===== src/rtl/clock_div_pkg.sv =====
// rtl/clock_div_pkg.sv - shared types, constants and ratio check for the clock divider controller
package clock_div_pkg;

    // Controller operating state
    typedef enum logic {
        IDLE = 1'b0,
        RUN  = 1'b1
    } state_t;

    // Smallest ratio that still yields a high and a low phase
    localparam int unsigned MIN_DIV = 2;

    // A ratio is usable when it lies in MIN_DIV..max_div inclusive
    function automatic bit div_legal(input int unsigned val, input int unsigned max_div);
        return (val >= MIN_DIV) && (val <= max_div);
    endfunction

endpackage


===== src/rtl/clock_div_phase.sv =====
// rtl/clock_div_phase.sv - phase counter producing the period strobe and divided clock
module clock_div_phase
    import clock_div_pkg::*;
#(
    parameter int DIV_W = 5
) (
    input  logic             i_clk,
    input  logic             i_reset,
    input  logic             i_active,   // controller currently in RUN
    input  logic             i_go,       // controller will be in RUN next cycle
    input  logic [DIV_W-1:0] i_div,      // ratio of the period now running
    input  logic [DIV_W-1:0] i_div_nxt,  // ratio in effect next cycle
    output logic             o_wrap,     // last cycle of the running period
    output logic             o_clk_en,
    output logic             o_clkout
);

    localparam logic [DIV_W-1:0] ONE = DIV_W'(1);

    logic [DIV_W-1:0] r_cnt;
    logic             r_clk_en;
    logic             r_clkout;
    logic [DIV_W-1:0] w_cnt_nxt;
    logic [DIV_W-1:0] w_half;
    logic             w_wrap;

    // Next phase: restart at 0 when starting from IDLE or at the end of a period
    always_comb begin
        w_wrap    = i_active && (r_cnt == (i_div - ONE));
        w_cnt_nxt = (!i_active || w_wrap) ? '0 : (r_cnt + ONE);
        w_half    = i_div_nxt >> 1;
    end

    // Outputs are registered from the next phase so they line up with the counter
    always_ff @(posedge i_clk) begin
        if (i_reset) begin
            r_cnt    <= '0;
            r_clk_en <= 1'b0;
            r_clkout <= 1'b0;
        end else begin
            r_cnt    <= i_go ? w_cnt_nxt : '0;
            r_clk_en <= i_go && (w_cnt_nxt == '0);
            r_clkout <= i_go && (w_cnt_nxt < w_half);
        end
    end

    assign o_wrap   = w_wrap;
    assign o_clk_en = r_clk_en;
    assign o_clkout = r_clkout;

endmodule


===== src/rtl/clock_div_ctrl.sv =====
// rtl/clock_div_ctrl.sv - programmable clock divider controller; CLOCK_DIV_CTRL_PERIOD_CNT_EN adds o_period_cnt
module clock_div_ctrl
    import clock_div_pkg::*;
#(
    parameter  int MAX_DIV     = 16,
    parameter  int DEFAULT_DIV = 3,
    localparam int DIV_W       = $clog2(MAX_DIV + 1)
) (
    input  logic             i_clkin,
    input  logic             i_reset,
    input  logic             i_enable,
    input  logic             i_div_req,
    input  logic [DIV_W-1:0] i_div_val,
    output logic             o_div_ack,
    output logic             o_div_err,
    output logic             o_busy,
    output logic [DIV_W-1:0] o_cur_div,
    output logic             o_clk_en,
    output logic             o_clkout
`ifdef CLOCK_DIV_CTRL_PERIOD_CNT_EN
    ,
    output logic [15:0]      o_period_cnt
`endif
);

    state_t           r_state;
    logic             r_busy;
    logic             r_ack;
    logic             r_err;
    logic [DIV_W-1:0] r_cur;
    logic [DIV_W-1:0] r_pend;

    logic             w_active;
    logic             w_wrap;
    logic             w_accept;
    logic             w_legal;
    logic             w_apply;
    logic             w_go;
    logic [DIV_W-1:0] w_div_nxt;
    logic             w_clk_en;
    logic             w_clkout;

    // Handshake and boundary decisions; a pending ratio lands only when no period is cut short
    always_comb begin
        w_active  = (r_state == RUN);
        w_accept  = i_div_req && !r_busy && !r_ack;
        w_legal   = div_legal(32'(i_div_val), MAX_DIV);
        w_apply   = r_busy && (!w_active || w_wrap);
        w_go      = w_active ? !(w_wrap && !i_enable) : i_enable;
        w_div_nxt = r_cur;
        if (w_apply) begin
            w_div_nxt = r_pend;
        end else if (w_accept && w_legal && !w_active) begin
            w_div_nxt = i_div_val;
        end
    end

    // FSM, request handshake and current ratio
    always_ff @(posedge i_clkin) begin
        if (i_reset) begin
            r_state <= IDLE;
            r_busy  <= 1'b0;
            r_ack   <= 1'b0;
            r_err   <= 1'b0;
            r_cur   <= DIV_W'(DEFAULT_DIV);
            r_pend  <= DIV_W'(DEFAULT_DIV);
        end else begin
            r_state <= w_go ? RUN : IDLE;
            r_cur   <= w_div_nxt;
            r_ack   <= w_apply || (w_accept && (!w_legal || !w_active));
            r_err   <= w_accept && !w_legal;
            if (w_apply) begin
                r_busy <= 1'b0;
            end else if (w_accept && w_legal && w_active) begin
                r_busy <= 1'b1;
            end
            if (w_accept) begin
                r_pend <= i_div_val;
            end
        end
    end

    clock_div_phase #(
        .DIV_W(DIV_W)
    ) u_phase (
        .i_clk     (i_clkin),
        .i_reset   (i_reset),
        .i_active  (w_active),
        .i_go      (w_go),
        .i_div     (r_cur),
        .i_div_nxt (w_div_nxt),
        .o_wrap    (w_wrap),
        .o_clk_en  (w_clk_en),
        .o_clkout  (w_clkout)
    );

`ifdef CLOCK_DIV_CTRL_PERIOD_CNT_EN
    logic [15:0] r_period_cnt;

    // Count completed period starts; naturally holds in IDLE since no strobe occurs
    always_ff @(posedge i_clkin) begin
        if (i_reset) begin
            r_period_cnt <= 16'd0;
        end else if (w_clk_en) begin
            r_period_cnt <= r_period_cnt + 16'd1;
        end
    end

    assign o_period_cnt = r_period_cnt;
`endif

    assign o_div_ack = r_ack;
    assign o_div_err = r_err;
    assign o_busy    = r_busy;
    assign o_cur_div = r_cur;
    assign o_clk_en  = w_clk_en;
    assign o_clkout  = w_clkout;

endmodule


===== config.mk =====
export PLATFORM = sky130hd
export DESIGN_NAME = clock_div_ctrl
export DESIGN_NICKNAME = d
export VERILOG_FILES = /design/src/rtl/clock_div_pkg.sv /design/src/rtl/clock_div_phase.sv /design/src/rtl/clock_div_ctrl.sv
export SDC_FILE = /design/constraint.sdc
export NUM_CORES = 1
export LEC_CHECK = 0
export BUFFER_PORTS_ARGS = -buffer_cell sky130_fd_sc_hd__clkbuf_2
export CELL_PAD_IN_SITES_DETAIL_PLACEMENT = 0
export CELL_PAD_IN_SITES_GLOBAL_PLACEMENT = 1
export CORE_MARGIN = 5
export CORE_UTILIZATION = 35
export CTS_CLUSTER_DIAMETER = 200
export DETAILED_ROUTE_END_ITERATION = 16
export PLACE_DENSITY_LB_ADDON = 0.25
export SYNTH_ARGS = -nofsm -noshare
export SYNTH_HDL_FRONTEND = slang
export SYNTH_SLANG_ARGS = --single-unit

===== constraint.sdc =====
create_clock -name i_clkin -period 8.1 [get_ports i_clkin]
set_clock_uncertainty 0.2 [all_clocks]
set_input_delay 0.405 -clock i_clkin [delete_from_list [all_inputs] [get_ports i_clkin]]
set_output_delay 0.405 -clock i_clkin [all_outputs]
set_load 0.03 [all_outputs]

After elaboration in Yosys (flattened, before gate mapping)
Cells that the tools add are included.
W data, S select, Z words.

word-level totals
  logic and storage cells = 48
  input port bits = 9
  output and inout port bits = 10
  flip-flop bits (word level) = 21

cells by class
  equality and inequality tests = 1
  add/sub/neg operators = 2
  mux-type cells = 5
  bitwise logic cells = 1
  reductions and logical operators = 26
  $lt $le $gt $ge = 3

operators with widths
  cell                   count
  $mux W5                3
  $logic_and A1 B1 Y1    13
  $logic_not A1 Y1       6
  $add A5 B1 Y5 const B  1
  $eq A5 B5 Y1           1
  $ge A5 B2 Y1 const B   1
  $le A5 B5 Y1 const B   1
  $logic_not A5 Y1       1
  $lt A5 B4 Y1           1
  $sub A5 B1 Y5 const B  1
  $reduce_or A2 Y1       2
  $logic_or A1 B1 Y1     3
  $mux W1                2
  $reduce_bool A2 Y1     1
  $not A1 Y1             1

Depth between registers and ports, before layout
Gate-level depths: netlist of the first run.

  depth after elaboration = 9
  gate-level depth with buffers = 13
  depth with buffers taken out = 12

Cells and area by module
Synthesis of the first run repeated with hierarchy kept, for this count alone.

second synthesis, totals
  cells, all modules = 139
  area, all modules = 1198.6 µm²

by module, submodules not included
  module           area each (µm²)  cells each  instances
  clock_div_ctrl   661.9            77          1
  clock_div_phase  536.8            62          1

Least setup slack after synthesis of the first run
Ideal clock, no wire load.

  kind = reg-to-reg
  start point = register r_cur[0] (netlist: o_cur_div[0])
  end point = register u_phase.r_clkout (netlist: u_phase.o_clkout)
  arrival = 2.864 ns
  required time = 7.842 ns
  buffers on the path = 0
  setup slack = 4.977 ns
  setup time = 0.058 ns
  cell stages (with the launch flop) = 13
  cells stage by stage = dfxtp_1 > inv_1 > ha_1 > xnor2_1 > a211oi_2 > o311ai_2 > a21boi_4 > mux2i_1 > ha_1 > a211oi_1 > nand2_1 > mux2i_1 > o211a_1

between the ends
  longest elaborated chain between the ends = 8
  elaborated cells between the ends (all ways) = 12

ends and longest elaborated chain
  what                      RTL line                                     RTL
  start: declaration        clock_div_ctrl.sv:30                         logic [DIV_W-1:0] r_cur;
  start signal: assignment  clock_div_ctrl.sv:65                         r_cur <= DIV_W'(DEFAULT_DIV);
  start signal: assignment  clock_div_ctrl.sv:69                         r_cur <= w_div_nxt;
  $sub A5 B1 Y5 (*)         clock_div_phase.sv:29                        w_wrap = i_active && (r_cnt == (i_div - ONE));
  $eq A5 B5 Y1 (*)          clock_div_phase.sv:29
  $logic_and A1 B1 Y1 (*)   clock_div_phase.sv:29
  $logic_or A1 B1 Y1        clock_div_phase.sv:30, clock_div_ctrl.sv:48
  $logic_and A1 B1 Y1       clock_div_ctrl.sv:48                         w_apply = r_busy && (!w_active || w_wrap);
  $mux W5                   clock_div_ctrl.sv:51                         if (w_apply) begin
  $lt A5 B4 Y1              clock_div_phase.sv:43                        r_clkout <= i_go && (w_cnt_nxt < w_half);
  $logic_and A1 B1 Y1 (*)   clock_div_phase.sv:43
  end signal: assignment    clock_div_phase.sv:43
  end: declaration          clock_div_phase.sv:22                        logic r_clkout;

Mark *: on every way between the ends. The rest lies on a longest branch, timed or not.
A chain may end at the register's enable or synchronous reset.

Final worst setup path of the first run
Ends and elaborated chain as after synthesis.

==> results of run 1 <==
-- area by class of cell --
cell class | count | area share
well taps | 46 | 0.0437
repair buffers | 18 | 0.0684
inverters | 5 | 0.0143
multi-input cells | 96 | 0.534
clock buffers | 4 | 0.0200
flip-flops and latches | 21 | 0.319
-- state kept, by name, indices dropped and copies added, names as in the netlist --
| register | count |
|---|---|
| o_div_err | 1 |
| u_phase.r_cnt | 5 |
| o_cur_div | 5 |
| o_div_ack | 1 |
| r_pend | 5 |
| u_phase.o_clk_en | 1 |
| r_state | 1 |
| o_busy | 1 |
| u_phase.o_clkout | 1 |
-- kinds of logic after synthesis --
family / synth area share
and+or+nand+nor: 0.255
DFF: 0.356
AOI/OAI and AO/OA: 0.114
muxes: 0.106
buffers and inverters: 0.0487
xor gates and xnor gates: 0.0667
adders and majority gates: 0.0530
-- per-stage QoR --
step | instance area (um^2) | total power [uW]
5_1_grt | 1320 | 224
2_1_floorplan | 1180 | 152
3_5_place_dp | 1290 | 163
4_1_cts | 1320 | 215
6_report | 1320 | 212
3_3_place_gp | 1290 | 163
-- routing by layer --
layer  part of all wire  up-vias  global-route usage
met5                  0        -                   0
met4             0.0075        0              0.0372
met3              0.045        2              0.0197
met2               0.46       23               0.187
met1               0.49      446               0.177
li1                   -      482                   -
-- critical path, cell delays in order, from the launching register on --
cell and delay [ps]:
dfxtp_1 440, inv_1 70, ha_1 310, xnor2_1 140, a211oi_2 220, o311ai_2 220
a21boi_4 350, mux2i_1 290, ha_1 290, a211oi_1 290, nand2_1 80, mux2i_1 130
o211a_1 150
-- placed cells by master (no fill, tap or decap) --
master     count
o21ai_0        2
or3b_1         1
dfxtp_1       21
nor2_1        12
nand3_1        4
nand2_1       15
o311ai_2       1
mux2_2         4
or2_1          1
nor3b_1        3
xor2_1         5
nor3b_4        1
a211oi_1       1
nor3_1         8
a21boi_2       1
clkbuf_2      18
xnor2_1        4
or2b_1         1
nand4_1        1
o41ai_1        1
clkbuf_1       1
mux2i_1        8
o211a_1        1
nand4bb_4      1
a21oi_1        5
nand3b_1       4
a21boi_4       1
inv_1          5
a22oi_1        1
a211oi_2       1
o31ai_1        1
clkbuf_4       3
nand2b_1       2
ha_1           5
-- worst paths after layout --
| kind | start | endpoint | slack (ps) | cells after the start |
|---|---|---|---|---|
| min | i_div_val[2] | r_pend[2] | 130 | 3 |
| min reg2reg | r_pend[2] | r_pend[2] | 260 | 2 |
| max reg2reg | o_cur_div[0] | u_phase.o_clkout | 4850 | 12 |
| max | o_cur_div[0] | u_phase.o_clkout | 4850 | 12 |
-- report_power, final --
part | switching, uW | leakage (uW) | internal (uW) | total, uW
logic | 27.2 | 0.000362 | 18.0 | 45.2
clock network | 32.4 | 0.0000150 | 19.2 | 51.6
registers | 5.77 | 0.000172 | 109 | 115
==> impl_metrics.json, run 1 <==
{
  "relSlewSlack": 0.477,
  "cp-end-kind": "flop",
  "cts_setup_buffers": 0,
  "grt_pass1_wl_mm": 4.35,
  "ys_seq_area_frac": 0.356,
  "cp.required_ps": 8150,
  "status": "finished, final reports clean",
  "yosysTopAreaCell": "dfxtp_1",
  "finalHoldViolations": 0,
  "ys.flop_type": "dfxtp_1",
  "syn_nets": 142,
  "place_hpwl_mm": 1.94,
  "dieArea_mm2": 0.00464,
  "grt_max_degree": 23,
  "postSynthCellCount": 128,
  "multiInputGateArea_um2": 703,
  "crit_fanout": 6,
  "tritoncts": "yes",
  "nets": 159,
  "hold_ws_ps": 129,
  "ys_ff_latch": 21,
  "h-tree-depth": 1,
  "min_path_type": "in -> reg",
  "crit_type": "reg -> reg",
  "fin_setup_tns_ps": 0,
  "cts.path.max_buffers": 2,
  "yosysTopAreaCellShare": 0.356,
  "first_pass_iters": 4,
  "finalCriticalPeriod_ps": 3250,
  "irDropWorstVdd_uv": 74.7,
  "synth.most_common_cell": "dfxtp_1",
  "worstMarginPinSlew_ps": 783,
  "diodes": 0,
  "vias_per_cell": 5.02,
  "port_buffers": 18,
  "vias": 953,
  "antenna_found_initial": 0,
  "max-cap-violations": 0,
  "final-instance-count-excl-fill": 190,
  "synthTopCellsByCount": "dfxtp_1, nand2_1, nor2_1",
  "drt_iter0_markers": 31,
  "syn_area_per_cell_um2": 9.23,
  "grt_usage": 0.123,
  "p_per_area_mw_per_mm2": 161,
  "ant_nets": 0,
  "clkTransAtPathRegs_ps": 130,
  "grt_pass1_vias": 881,
  "final-max-slew-violation-count": 0,
  "ios": 19,
  "grt_setup_unrepaired": "false",
  "placed_cells": 186,
  "fin_util": 0.398,
  "seq_area_um2": 420,
  "insertion_delay_ps": 300,
  "die_h_um": 68.1,
  "drc_errors": 0,
  "die_w_um": 68.1,
  "synth-async-reset-ratio": 0,
  "cts_root_buffer": "clkbuf_4",
  "max_freq_ghz": 0.308,
  "postCtsHoldBufs": 0,
  "wirelength_mm": 2.53,
  "start_util": 0.357,
  "area_delta_synth_final_pct": 11.4,
  "ctsResizeCount": 0,
  "ys_types": 34,
  "core_area_mm2": 0.00331,
  "fin_ws_ps": 4850,
  "finalSetupViolCount": 0,
  "wl_per_cell_um": 13.3,
  "ys_top_cells_by_area": "dfxtp_1, mux2i_1, ha_1",
  "pre_cts_ws_ps": 4720,
  "finalCritPeriodShare": 0.401,
  "syn_area_mm2": 0.00118,
  "fill_cells": 363,
  "ys_warn_count": 0,
  "start_kind": "flop",
  "cts_buffers": 3,
  "layout-drive-gt1-share": 0.215,
  "place_congestion": 0.822,
  "grt_overflow": 0,
  "leakagePower_uw": 0.000549,
  "worstPathArrival_ps": 3290,
  "synth-edff-count": 0,
  "rows": 21,
  "cts.sink_count": 21
}
Note: power is estimated with default switching activity, not from simulation.
==> run 2: changes to the inputs <==
==> constraint.sdc (replaced) <==
create_clock -name i_clkin -period 3 [get_ports i_clkin]
set_clock_uncertainty 0.2 [all_clocks]
set_input_delay 0.15 -clock i_clkin [delete_from_list [all_inputs] [get_ports i_clkin]]
set_output_delay 0.15 -clock i_clkin [all_outputs]
set_load 0.03 [all_outputs]
==> run 2 against run 1 <==
  * First-iteration DRC count up 97%
  * Power rose to 2.9 times the previous value
  * Setup slack worse by 4600 ps
  * Via count up 7.9%
  * Utilization up 6.1 points
  * Sequential share of layout area down 3.8 points
  * Fmax up 16%
  * Critical path type unchanged
  * Clock-buffer cell count unchanged
  * Critical endpoint unchanged
  * Final cell count up 9.5%
  * Sequential power rose to 2.7 times the previous value
  * Die area unchanged
  * Design area up 15%
==> impl_metrics.json, run 2 (synthesis gave the netlist of run 1 again) <==
{
  "max_freq_ghz": 0.359,
  "final-max-slew-violation-count": 0,
  "cp.required_ps": 3050,
  "p_per_area_mw_per_mm2": 398,
  "cp_cell_sequence": "inv_1, ha_4, nand4bb_4, a211oi_4, o311ai_4, a21boi_4, mux2i_2, ha_1, a211oi_2, nand2_1, mux2i_1, o211a_1",
  "worstMarginPinSlew_ps": 820,
  "grt_overflow": 0,
  "vias": 1028,
  "wl_per_cell_um": 13.7,
  "wirelength_mm": 2.86,
  "h-tree-depth": 1,
  "core_area_mm2": 0.00331,
  "finalSetupViolCount": 0,
  "min_path_type": "in -> reg",
  "max-cap-violations": 0,
  "drt_iter0_markers": 61,
  "nets": 177,
  "leakagePower_uw": 0.000632,
  "fin_ws_ps": 213,
  "die_h_um": 68.1,
  "start_kind": "flop",
  "finalHoldViolations": 0,
  "dieArea_mm2": 0.00464,
  "pre_cts_ws_ps": 69.9,
  "place_hpwl_mm": 2.12,
  "cp_top_family": "compound AO/OA/AOI/OAI gates",
  "grt_usage": 0.140,
  "ant_nets": 0,
  "fin_setup_tns_ps": 0,
  "clkTransAtPathRegs_ps": 110,
  "diodes": 0,
  "cp-end-kind": "flop",
  "relSlewSlack": 0.452,
  "hold_ws_ps": 83.8,
  "tritoncts": "yes",
  "vias_per_cell": 4.94,
  "rows": 21,
  "cp_slowest_cell": "dfxtp_4",
  "first_pass_iters": 4,
  "fill_cells": 365,
  "fin_util": 0.459,
  "grt_pass1_vias": 1056,
  "cpPeakStageDelay_ps": 380,
  "mostFrequentLayoutCells": "dfxtp_1, clkbuf_2, nand2_1",
  "grt_max_degree": 23,
  "area_delta_synth_final_pct": 28.6,
  "cts_buffers": 3,
  "finalCritPeriodShare": 0.929,
  "antenna_found_initial": 0,
  "crit_fanout": 5,
  "grt_pass1_wl_mm": 4.92,
  "layout-drive-gt1-share": 0.309,
  "final_common_cell": "dfxtp_1",
  "status": "finished, final reports clean",
  "crit_type": "reg -> reg",
  "start_util": 0.357,
  "die_w_um": 68.1,
  "critPathBufInv": 1,
  "irDropWorstVdd_uv": 199,
  "port_buffers": 18,
  "drc_errors": 0,
  "place_congestion": 0.744,
  "cts.sink_count": 21,
  "cts.path.max_buffers": 2,
  "insertion_delay_ps": 300,
  "worstPathArrival_ps": 2840,
  "cts_root_buffer": "clkbuf_4",
  "ios": 19,
  "finalCriticalPeriod_ps": 2790
}
[run 2: cell types whose count changed in the layout (fill, tap and decap cells not counted), moves of 2 or more]
cell	change
dfxtp_1	-2
dlygate4sd3_1	+6
dfxtp_4	+2
buf_4	+11
[run 2: what timing repair did]
action,CTS,global route
pin swaps,0,4
resized for setup,1,10
setup endpoints to repair,1,1
hold endpoints to repair,7,0
hold buffers,6,0
buffers inserted,0,4
[run 2: power breakdown]
part           internal (uW)  switching, uW
logic                   74.3           85.9
clock network           51.7           83.3
registers                294           15.1
[run 2: path summary, 6_finish.rpt]
| path | from | cells after the start | slack (ps) | endpoint |
|---|---|---|---|---|
| worst max-delay path | o_cur_div[0] | 12 | 210 | u_phase.o_clkout |
| worst min-delay path | i_div_val[3] | 4 | 80 | o_cur_div[3] |
| worst max register to register | o_cur_div[0] | 12 | 210 | u_phase.o_clkout |
| worst min register to register | r_pend[3] | 2 | 260 | r_pend[3] |
[run 2: per-layer routing]
layer / up-vias / wire length, um / track usage / share of wire
met5: - / 0 / 0 / 0
met4: 0 / 14 / 0.0447 / 0.0049
met3: 2 / 74 / 0.0213 / 0.026
met2: 10 / 1430 / 0.243 / 0.50
met1: 509 / 1340 / 0.177 / 0.47
li1: 507 / - / - / -
[run 2: worst register-to-register path: cells and delay by family (launching register included)]
kind                       cells  cell delay [ps]
muxes                          2              390
DFF                            1              380
buffers and inverters          1               90
and+or+nand+nor                2              210
AOI/OAI and AO/OA              5             1010
adders and majority gates      2              460
[run 2: layout make-up]
cell class	instances	area, um^2	share of cell area
multi-input cells	96	744	0.490
clock buffers	4	26.3	0.0173
repair buffers	36	244	0.161
flip-flops and latches	21	428	0.282
well taps	46	57.6	0.0379
inverters	5	18.8	0.0124
[run 2: through the flow]
step	cells	power, uW	instance area (um^2)
2_1_floorplan	128	410	1180
3_3_place_gp	194	451	1350
3_5_place_dp	194	453	1350
4_1_cts	204	596	1440
5_1_grt	208	644	1520
6_report	208	605	1520
